File: config.mk
export PLATFORM = sky130hd
export DESIGN_NAME = moore_seq_detect
export DESIGN_NICKNAME = d
export VERILOG_FILES = /design/src/rtl/moore_seq_detect.sv
export SDC_FILE = /design/constraint.sdc
export NUM_CORES = 1
export LEC_CHECK = 0
export CORE_MARGIN = 5
export CORE_UTILIZATION = 44
export DETAILED_ROUTE_END_ITERATION = 8
export GPL_TIMING_DRIVEN = 0
export PLACE_DENSITY = 0.81
export SYNTH_ARGS = -nofsm -noshare
export SYNTH_HDL_FRONTEND = slang
export SYNTH_SLANG_ARGS = --single-unit
File: constraint.sdc
create_clock -name clk -period 2.14 [get_ports clk]
set_input_delay 0.428 -clock clk [delete_from_list [all_inputs] [get_ports clk]]
set_output_delay 0.428 -clock clk [all_outputs]
set_load 0.02 [all_outputs]
File: src/rtl/moore_seq_detect.sv
// Parametrised Moore sequence detector on a serial bit stream: loadable pattern with
// care-mask, overlap/non-overlap matching and a saturating match counter.
module moore_seq_detect #(
  parameter int unsigned    N        = 4,
  parameter logic [N-1:0]   DEF_PAT  = 4'b0000,
  parameter logic [N-1:0]   DEF_MASK = 4'b1110,
  parameter int unsigned    CNT_W    = 8
) (
  input  logic             clk,
  input  logic             reset,
  input  logic             x,
  input  logic             en,
  input  logic             overlap,
  input  logic             cfg_we,
  input  logic [N-1:0]     cfg_pat,
  input  logic [N-1:0]     cfg_mask,
  input  logic             clr,
  output logic             y,
  output logic [CNT_W-1:0] count,
  output logic [4:0]       fill
);

  localparam logic [4:0]       FillFull = 5'(N);
  localparam logic [CNT_W-1:0] CntMax   = {CNT_W{1'b1}};
  localparam logic [CNT_W-1:0] CntOne   = {{(CNT_W-1){1'b0}}, 1'b1};

  logic [N-1:0]     hist_q, hist_d, hist_n;
  logic [N-1:0]     pat_q, pat_d;
  logic [N-1:0]     mask_q, mask_d;
  logic [4:0]       fill_q, fill_d, fill_n;
  logic [CNT_W-1:0] count_q, count_d;
  logic             y_q, y_d;
  logic             match;

  always_comb begin
    hist_n = {hist_q[N-2:0], x};
    fill_n = (fill_q == FillFull) ? FillFull : fill_q + 5'd1;
    match  = (fill_n == FillFull) && (((hist_n ^ pat_q) & mask_q) == '0);

    hist_d  = hist_q;
    fill_d  = fill_q;
    pat_d   = pat_q;
    mask_d  = mask_q;
    count_d = count_q;
    y_d     = 1'b0;

    if (cfg_we) begin
      pat_d  = cfg_pat;
      mask_d = cfg_mask;
      hist_d = '0;
      fill_d = '0;
    end else if (en) begin
      hist_d = hist_n;
      // Non-overlap: restart the fill so the next match needs N fresh bits.
      fill_d = (match && !overlap) ? 5'd0 : fill_n;
      y_d    = match;
      if (match && (count_q != CntMax)) begin
        count_d = count_q + CntOne;
      end
    end

    if (clr) begin
      count_d = '0;
    end
  end

  always_ff @(posedge clk or negedge reset) begin
    if (!reset) begin
      hist_q  <= '0;
      fill_q  <= '0;
      pat_q   <= DEF_PAT;
      mask_q  <= DEF_MASK;
      count_q <= '0;
      y_q     <= 1'b0;
    end else begin
      hist_q  <= hist_d;
      fill_q  <= fill_d;
      pat_q   <= pat_d;
      mask_q  <= mask_d;
      count_q <= count_d;
      y_q     <= y_d;
    end
  end

  assign y     = y_q;
  assign count = count_q;
  assign fill  = fill_q;

endmodule

==> key figures, run 1 <==
Outcome
  • Status: complete, but fails checks
  • Failing checks: setup timing

Clock network
  • Post-CTS Hold Buffers: 0
  • CTS root buffer: clkbuf_4
  • CTS H-tree depth: 1
  • Clk Latency, worst-skew pair: 0.32 ns
  • CTS Buf Count: 3
  • Sink Count: 25
  • Longest Clk Path Bufs: 2
  • TritonCTS clock tree: yes
  • Reg clk slew, reported paths: 0.13 ns

Critical path
  • Crit-path most repeated cell: buf_4
  • Worst path slowest cell: or4_4
  • Worst R2R End: count[5]$_DFFE_PN0P_
  • CP Cell Sequence: buf_4, ha_4, o21ai_1, nor2_2, a211oi_2, nand3_2, buf_4, or4_4, a21oi_2
  • FF-to-FF Start: fill[1]$_DFFE_PN0P_
  • Worst Path Arrival: 2.51 ns
  • Element type at the critical path start: flop
  • Flop2flop setup slack: -0.12 ns
  • Crit Path Max Fanout: 7
  • CP bufs+invs: 2
  • Critical path class: flop to flop
  • CP required: 2.39 ns
  • Crit path capture type: flop
  • Kind of cell adding the most delay to the critical path: simple AND/OR/NAND/NOR gates
  • Crit-path max cell delay: 0.47 ns
  • Worst-case reg-to-reg path depth: 9

Drt
  • Iter 0 DRT Violations: 19
  • Post-route DRC violation count: 0
  • Drt wl/cell: between 15 and 20 microns
  • Wirelength, routed: 2970 microns
  • Antenna viol nets, final: 0
  • Via-to-Cell Ratio: 5.59
  • Pre-antenna DRT Iters: 4
  • Via count: 1102

Timing
  • Final Hold Viols: 0
  • Max Fclk: 442 MHz
  • Final Max Tran Viols: 0
  • Fin crit share: 1.06
  • Setup TNS: -0.438 ns
  • Setup ws final: -0.122 ns
  • RSZ-0062 raised after global routing: true
  • Tmin final: 2.26 ns
  • Max transition margin: 0.263
  • Skew final: 0.00515 ns
  • WHS: 0.478 ns
  • Slew at the pin closest to its max-slew limit: around 1.1 ns
  • Setup-failing EPs final: 5

Floorplanning
  • Die Footprint: 4080 sq um
  • Initial core utilization: 0.459
  • Io pins: 29
  • Die height: 63.9 microns
  • Die width: 63.9 microns
  • # rows: 19
  • Core ar.: 2780 sq um

Placed design
  • Post-detail-place hpwl: 2050 microns
  • Placed insts: 180
  • Pre-CTS setup slack: -0.485 ns
  • GP Congestion: 0.833
  • IO Port Bufs: 26

Yosys
  • Mapped Cells: 123
  • Area leader, netlist: dfrtp_1
  • Syn_nets: between 100 and 150
  • EDFF count, synth: 0
  • Share of flip-flops with an asynchronous set or reset: 1.00
  • Synth Cell Area: roughly 1300 sq um
  • Top post-synthesis cells by count: dfrtp_1 (22), nor2_1 (14), mux2_2 (8), nand2_1 (8)
  • Synth top area share: 0.431
  • Ranking of synthesized cells by area: dfrtp_1 (43%), mux2_2 (7.1%), dfstp_2 (6.2%)
  • Seq/Total Area, Yosys: 0.493
  • Avg Inst Size Synth: 10.4 sq um
  • Synth cell types: 36
  • Top FF cell, synth: dfrtp_1
  • Top-count cell post-synth: dfrtp_1
  • FF+latch count, synth: 25
  • Ys Warns: 0

Global route
  • Vias in the first global route: 1122
  • Met3 Usage GRT: 0.0333
  • GR Util met1: 0.165
  • Busiest layer in global routing: met2
  • Met2 usage: 0.270
  • GRT Util Overall: 0.148
  • Initial antenna violation count: 0
  • First-pass GRT wire length: around 4900 microns
  • Grt total ovfl: 0
  • Largest net degree at the start of global routing: 26

Cells and area
  • Fin cells: 197
  • Layout filler cell count: around 220
  • Fraction of layout cells with a size suffix above 1: 0.307
  • Multi-input gate area: between 600 and 700 sq um
  • Register Area: 632 sq um
  • Area grow syn2layout: 40.5%
  • Diode count: 0
  • Final Util: 0.646
  • Nets: 185

Min path
  • Hold path cells: 2
  • HP Start: clr
  • Hold WC Path Type: input pin to flop
  • Hold endpoint: count[1]$_DFFE_PN0P_

Pwr
  • Power per cell area: about 500 nW/um^2
  • Lkg Pwr: 0.722 nW
  • Max VDD drop: 0.000435 V

Run
  • Max Cap Viol: 0
## how the worst max path moves through the flow
| stage | from | endpoint | depth (start not counted) |
|---|---|---|---|
| after floorplan | fill[0]$_DFFE_PN0P_ | count[7]$_DFFE_PN0P_ | 8 |
| after global placement | x | count[7]$_DFFE_PN0P_ | 8 |
| after detailed placement | x | count[4]$_DFFE_PN0P_ | 8 |
| after CTS | fill[1]$_DFFE_PN0P_ | count[7]$_DFFE_PN0P_ | 9 |
| after global routing | fill[0]$_DFFE_PN0P_ | count[5]$_DFFE_PN0P_ | 9 |
| final | fill[1]$_DFFE_PN0P_ | count[5]$_DFFE_PN0P_ | 9 |
## cell usage in the layout (no fill, tap or decap), types with 4 or more instances in the layout
master,n
clkdlybuf4s50_1,25
dfrtp_1,20
nor2_1,13
buf_4,12
nand2_1,8
mux2_2,8
nand3_1,7
inv_1,4
xor2_1,4
mux2i_1,4
a21oi_1,4
## layer usage
metal,part of all wire,wire length [microns]
met1,0.40,1180
met2,0.54,1610
met3,0.048,143
met4,0.016,48
met5,0,0
## stage by stage
step	area, sq um	power (mW)
floorplan	1300	0.595
global placement	1600	0.647
detailed placement	1600	0.652
CTS	1710	0.881
global route	1800	0.928
finish	1800	0.884
## area by class of cell
class,count,area share
well taps,31,0.0216
clock buffers,4,0.0146
inverters,6,0.0125
multi-input cells,86,0.376
plain buffers,6,0.0174
repair buffers,39,0.206
flip-flops and latches,25,0.352
## flip-flops by register name, summed over array words and instances, names as in the netlist
signal,flops
mask_q,4
pat_q,4
y,1
count,8
hist_q,3
fill,5
## report_power, final
| part | internal [mW] | switching (mW) | total [mW] |
|---|---|---|---|
| registers | 0.498 | 0.0173 | 0.515 |
| clock network | 0.0731 | 0.140 | 0.213 |
| logic | 0.0873 | 0.0694 | 0.157 |
| total | 0.658 | 0.226 | 0.884 |
## what timing repair did
item,in CTS,in global routing
gates resized for setup,5,8
setup endpoints to repair,5,6
endpoints found under the hold margin,0,0
buffers inserted,9,4
pin swaps,9,7
## logic make-up (layout without fill, tap and decap cells)
| logic type | after synthesis | after routing | share of synthesized area |
|---|---|---|---|
| buf+inv | 12 | 55 | 0.0421 |
| compound gates | 21 | 21 | 0.111 |
| mux | 12 | 12 | 0.102 |
| flops | 25 | 25 | 0.493 |
| xor+xnor | 7 | 7 | 0.0480 |
| simple gates | 43 | 43 | 0.175 |
| fa+ha+maj | 3 | 3 | 0.0294 |
Note: power is estimated with default switching activity, not from simulation.
==> run 2, diff against run 1 <==
--- a/config.mk
+++ b/config.mk
@@ -5,7 +5,6 @@
 export SDC_FILE = /design/constraint.sdc
 export NUM_CORES = 1
 export LEC_CHECK = 0
-export CORE_MARGIN = 5
 export CORE_UTILIZATION = 44
 export DETAILED_ROUTE_END_ITERATION = 8
 export GPL_TIMING_DRIVEN = 0
==> key figures, run 2 (synthesis gave the netlist of run 1 again) <==
Floorplanning
  • Core ar.: 2760 sq um (-0.85%)
  • Die height: 55.9 microns (-13%)
  • Die Footprint: 3120 sq um (-23%)
  • # rows: 19 (unchanged)
  • Io pins: 29 (unchanged)
  • Initial core utilization: 0.463 (+0.00396)
  • Die width: 55.9 microns (-13%)

Timing
  • Slew at the pin closest to its max-slew limit: 1.08 ns (-0.0173 ns)
  • Setup-failing EPs final: 4 (-1)
  • Max Fclk: 445 MHz (+0.70%)
  • RSZ-0062 raised after global routing: true
  • Max transition margin: 0.275 (+0.0116)
  • Skew final: 0.00528 ns (+0.000137 ns)
  • Fin crit share: 1.05 (-0.00734)
  • WHS: 0.483 ns (+0.00545 ns)
  • Final Max Tran Viols: 0 (unchanged)
  • Tmin final: 2.25 ns (-0.0157 ns)
  • Final Hold Viols: 0 (unchanged)
  • Setup ws final: -0.106 ns (+0.0157 ns)

Drt
  • Via count: 1088 (-1.3%)
  • Max layer used: met4
  • Met3 routed WL: 88 microns (-38%)
  • Via-to-Cell Ratio: 5.55 (-0.77%)
  • Iter 0 DRT Violations: 32 (+13)
  • M1 WL: 1170 microns (about the same)
  • Antenna viol nets, final: 0 (unchanged)
  • Wirelength, routed: 2750 microns (-7.5%)
  • Drt wl/cell: 14.0 microns (-7.1%)
  • Detail Route met2 WL: 1450 microns (-9.4%)
  • Pre-antenna DRT Iters: 4 (unchanged)
  • Post-route DRC violation count: 0 (unchanged)

Min path
  • Hold path cells: 2 (unchanged)
  • HP Start: clr
  • Hold WC Path Type: input pin to flop
  • Hold endpoint: count[0]$_DFFE_PN0P_

Cells and area
  • Final Util: 0.636 (-0.00986)
  • Fraction of layout cells with a size suffix above 1: 0.297 (-0.0103)
  • Multi-input gate area: 648 sq um (-4.1%)
  • Number of flip-flops in the largest register: 8 (unchanged)
  • Area grow syn2layout: 37.2%
  • Final instance area: 1750 sq um (-2.4%)
  • Layout filler cell count: 210 (-3.7%)
  • Register Area: 632 sq um (unchanged)
  • Nets: 184 (-0.54%)
  • Fin cells: 196 (-0.51%)
  • Diode count: 0 (unchanged)
  • Commonest non-fill, non-tap cell in the layout: clkdlybuf4s50_1
  • Most frequent cells in the layout: clkdlybuf4s50_1 (26), dfrtp_1 (20), nor2_1 (13), buf_4 (12)

Pwr
  • Total Power: 0.883 mW (about the same)
  • Part of the power in registers: 0.583 (about the same)
  • P_sw: 0.230 mW (+1.7%)
  • Switching Share: 0.260 (+0.00466)
  • Max VDD drop: 0.000369 V (-15%)
  • Power per cell area: 504 nW/um^2 (+2.3%)
  • Clock share of power: 0.245 (+0.005)
  • Combinational Power Share: 0.172 (-0.005)
  • Lkg Pwr: 0.709 nW (-1.8%)
  • Cell Int Power: 0.653 mW (-0.72%)

Clock network
  • Reg clk slew, reported paths: 0.14 ns (about the same)
  • CTS root buffer: clkbuf_4
  • Sink Count: 25 (unchanged)
  • Longest Clk Path Bufs: 2 (unchanged)
  • CTS Buf Count: 3 (unchanged)
  • Post-CTS Hold Buffers: 0 (unchanged)
  • CTS H-tree depth: 1 (unchanged)
  • Clk Latency, worst-skew pair: 0.31 ns (about the same)
  • TritonCTS clock tree: yes

Critical path
  • FF-to-FF Start: fill[0]$_DFFE_PN0P_
  • Worst R2R End: count[7]$_DFFE_PN0P_
  • Element type at the critical path start: input pin
  • Crit path capture type: flop
  • Worst Path Arrival: 2.50 ns (about the same)
  • Critical path class: input pin to flop
  • Worst-case reg-to-reg path depth: 9 (unchanged)
  • Crit Path Max Fanout: 5 (-2)
  • Flop2flop setup slack: -0.10 ns (+0.02 ns)
  • CP required: 2.39 ns (about the same)

Global route
  • First-pass GRT wire length: 4690 microns (-3.7%)
  • Largest net degree at the start of global routing: 26 (unchanged)
  • Vias in the first global route: 1062 (-5.3%)
  • Grt total ovfl: 0 (unchanged)
  • Initial antenna violation count: 0 (unchanged)
  • GRT Util Overall: 0.187 (+0.0389)

Placed design
  • IO Port Bufs: 26 (unchanged)
  • Placed insts: 180 (unchanged)
  • Cell Area, Placed: 1600 sq um (unchanged)
  • Post-detail-place hpwl: 1850 microns (-9.4%)
  • GP Congestion: 0.849 (+1.9%)

Outcome
  • Status: complete, but fails checks
  • Failing checks: setup timing

Run
  • Max Cap Viol: 0 (unchanged)
## run 2: cell type report
| type | count | area share |
|---|---|---|
| multi-input combinational | 86 | 0.370 |
| sequential | 25 | 0.360 |
| timing repair buffer | 38 | 0.200 |
| tap | 31 | 0.0221 |
| buffer | 6 | 0.0178 |
| clock buffer | 3 | 0.0128 |
| inverter | 6 | 0.0128 |
| clock inverter | 1 | 0.00428 |
## run 2: how the worst max path moves through the flow
stage / from / endpoint / slack (ns) / cells past startpoint
floorplan: fill[0]$_DFFE_PN0P_ / count[7]$_DFFE_PN0P_ / -0.002 / 8
global placement: x / count[7]$_DFFE_PN0P_ / -0.44 / 8
detailed placement: x / count[7]$_DFFE_PN0P_ / -0.45 / 8
CTS: fill[1]$_DFFE_PN0P_ / count[7]$_DFFE_PN0P_ / -0.08 / 9
global route: fill[0]$_DFFE_PN0P_ / count[7]$_DFFE_PN0P_ / -0.22 / 9
finish: x / count[7]$_DFFE_PN0P_ / -0.11 / 8
## run 2: stage by stage
step	setup TNS [ns]	worst slack (ns)
3_5_place_dp	-2.14	-0.455
5_1_grt	-0.935	-0.219
3_3_place_gp	-1.96	-0.436
4_1_cts	-0.161	-0.0846
2_1_floorplan	-0.00200	-0.00200
6_report	-0.337	-0.106
## run 2: power groups by stage
stage               sequential [mW]  clock (mW)  combinational [mW]
floorplan                     0.525           0              0.0695
global placement              0.524           0               0.124
detailed placement            0.525           0               0.128
CTS                           0.515       0.224               0.142
global route                  0.518       0.238               0.166
finish                        0.515       0.216               0.152
## run 2: per-layer routing
metal  track usage  vias up
met5             0        -
met4        0.0592        0
met3        0.0256        2
met2         0.329       28
met1         0.240      538
li1              -      520
## run 2: worst max-delay path, cell delays in order
cell and delay, ns:
clkdlybuf4s50_1 0.44, xor2_1 0.16, a222oi_1 0.35, and3_1 0.24, nand3_2 0.11, buf_6 0.15
or4_1 0.48, a21oi_1 0.14
## run 2: what timing repair did
item	4_1_cts	5_1_grt
setup buffers	7	5
pin swaps	4	5
resized for setup	0	9
endpoints found under the setup margin	5	7
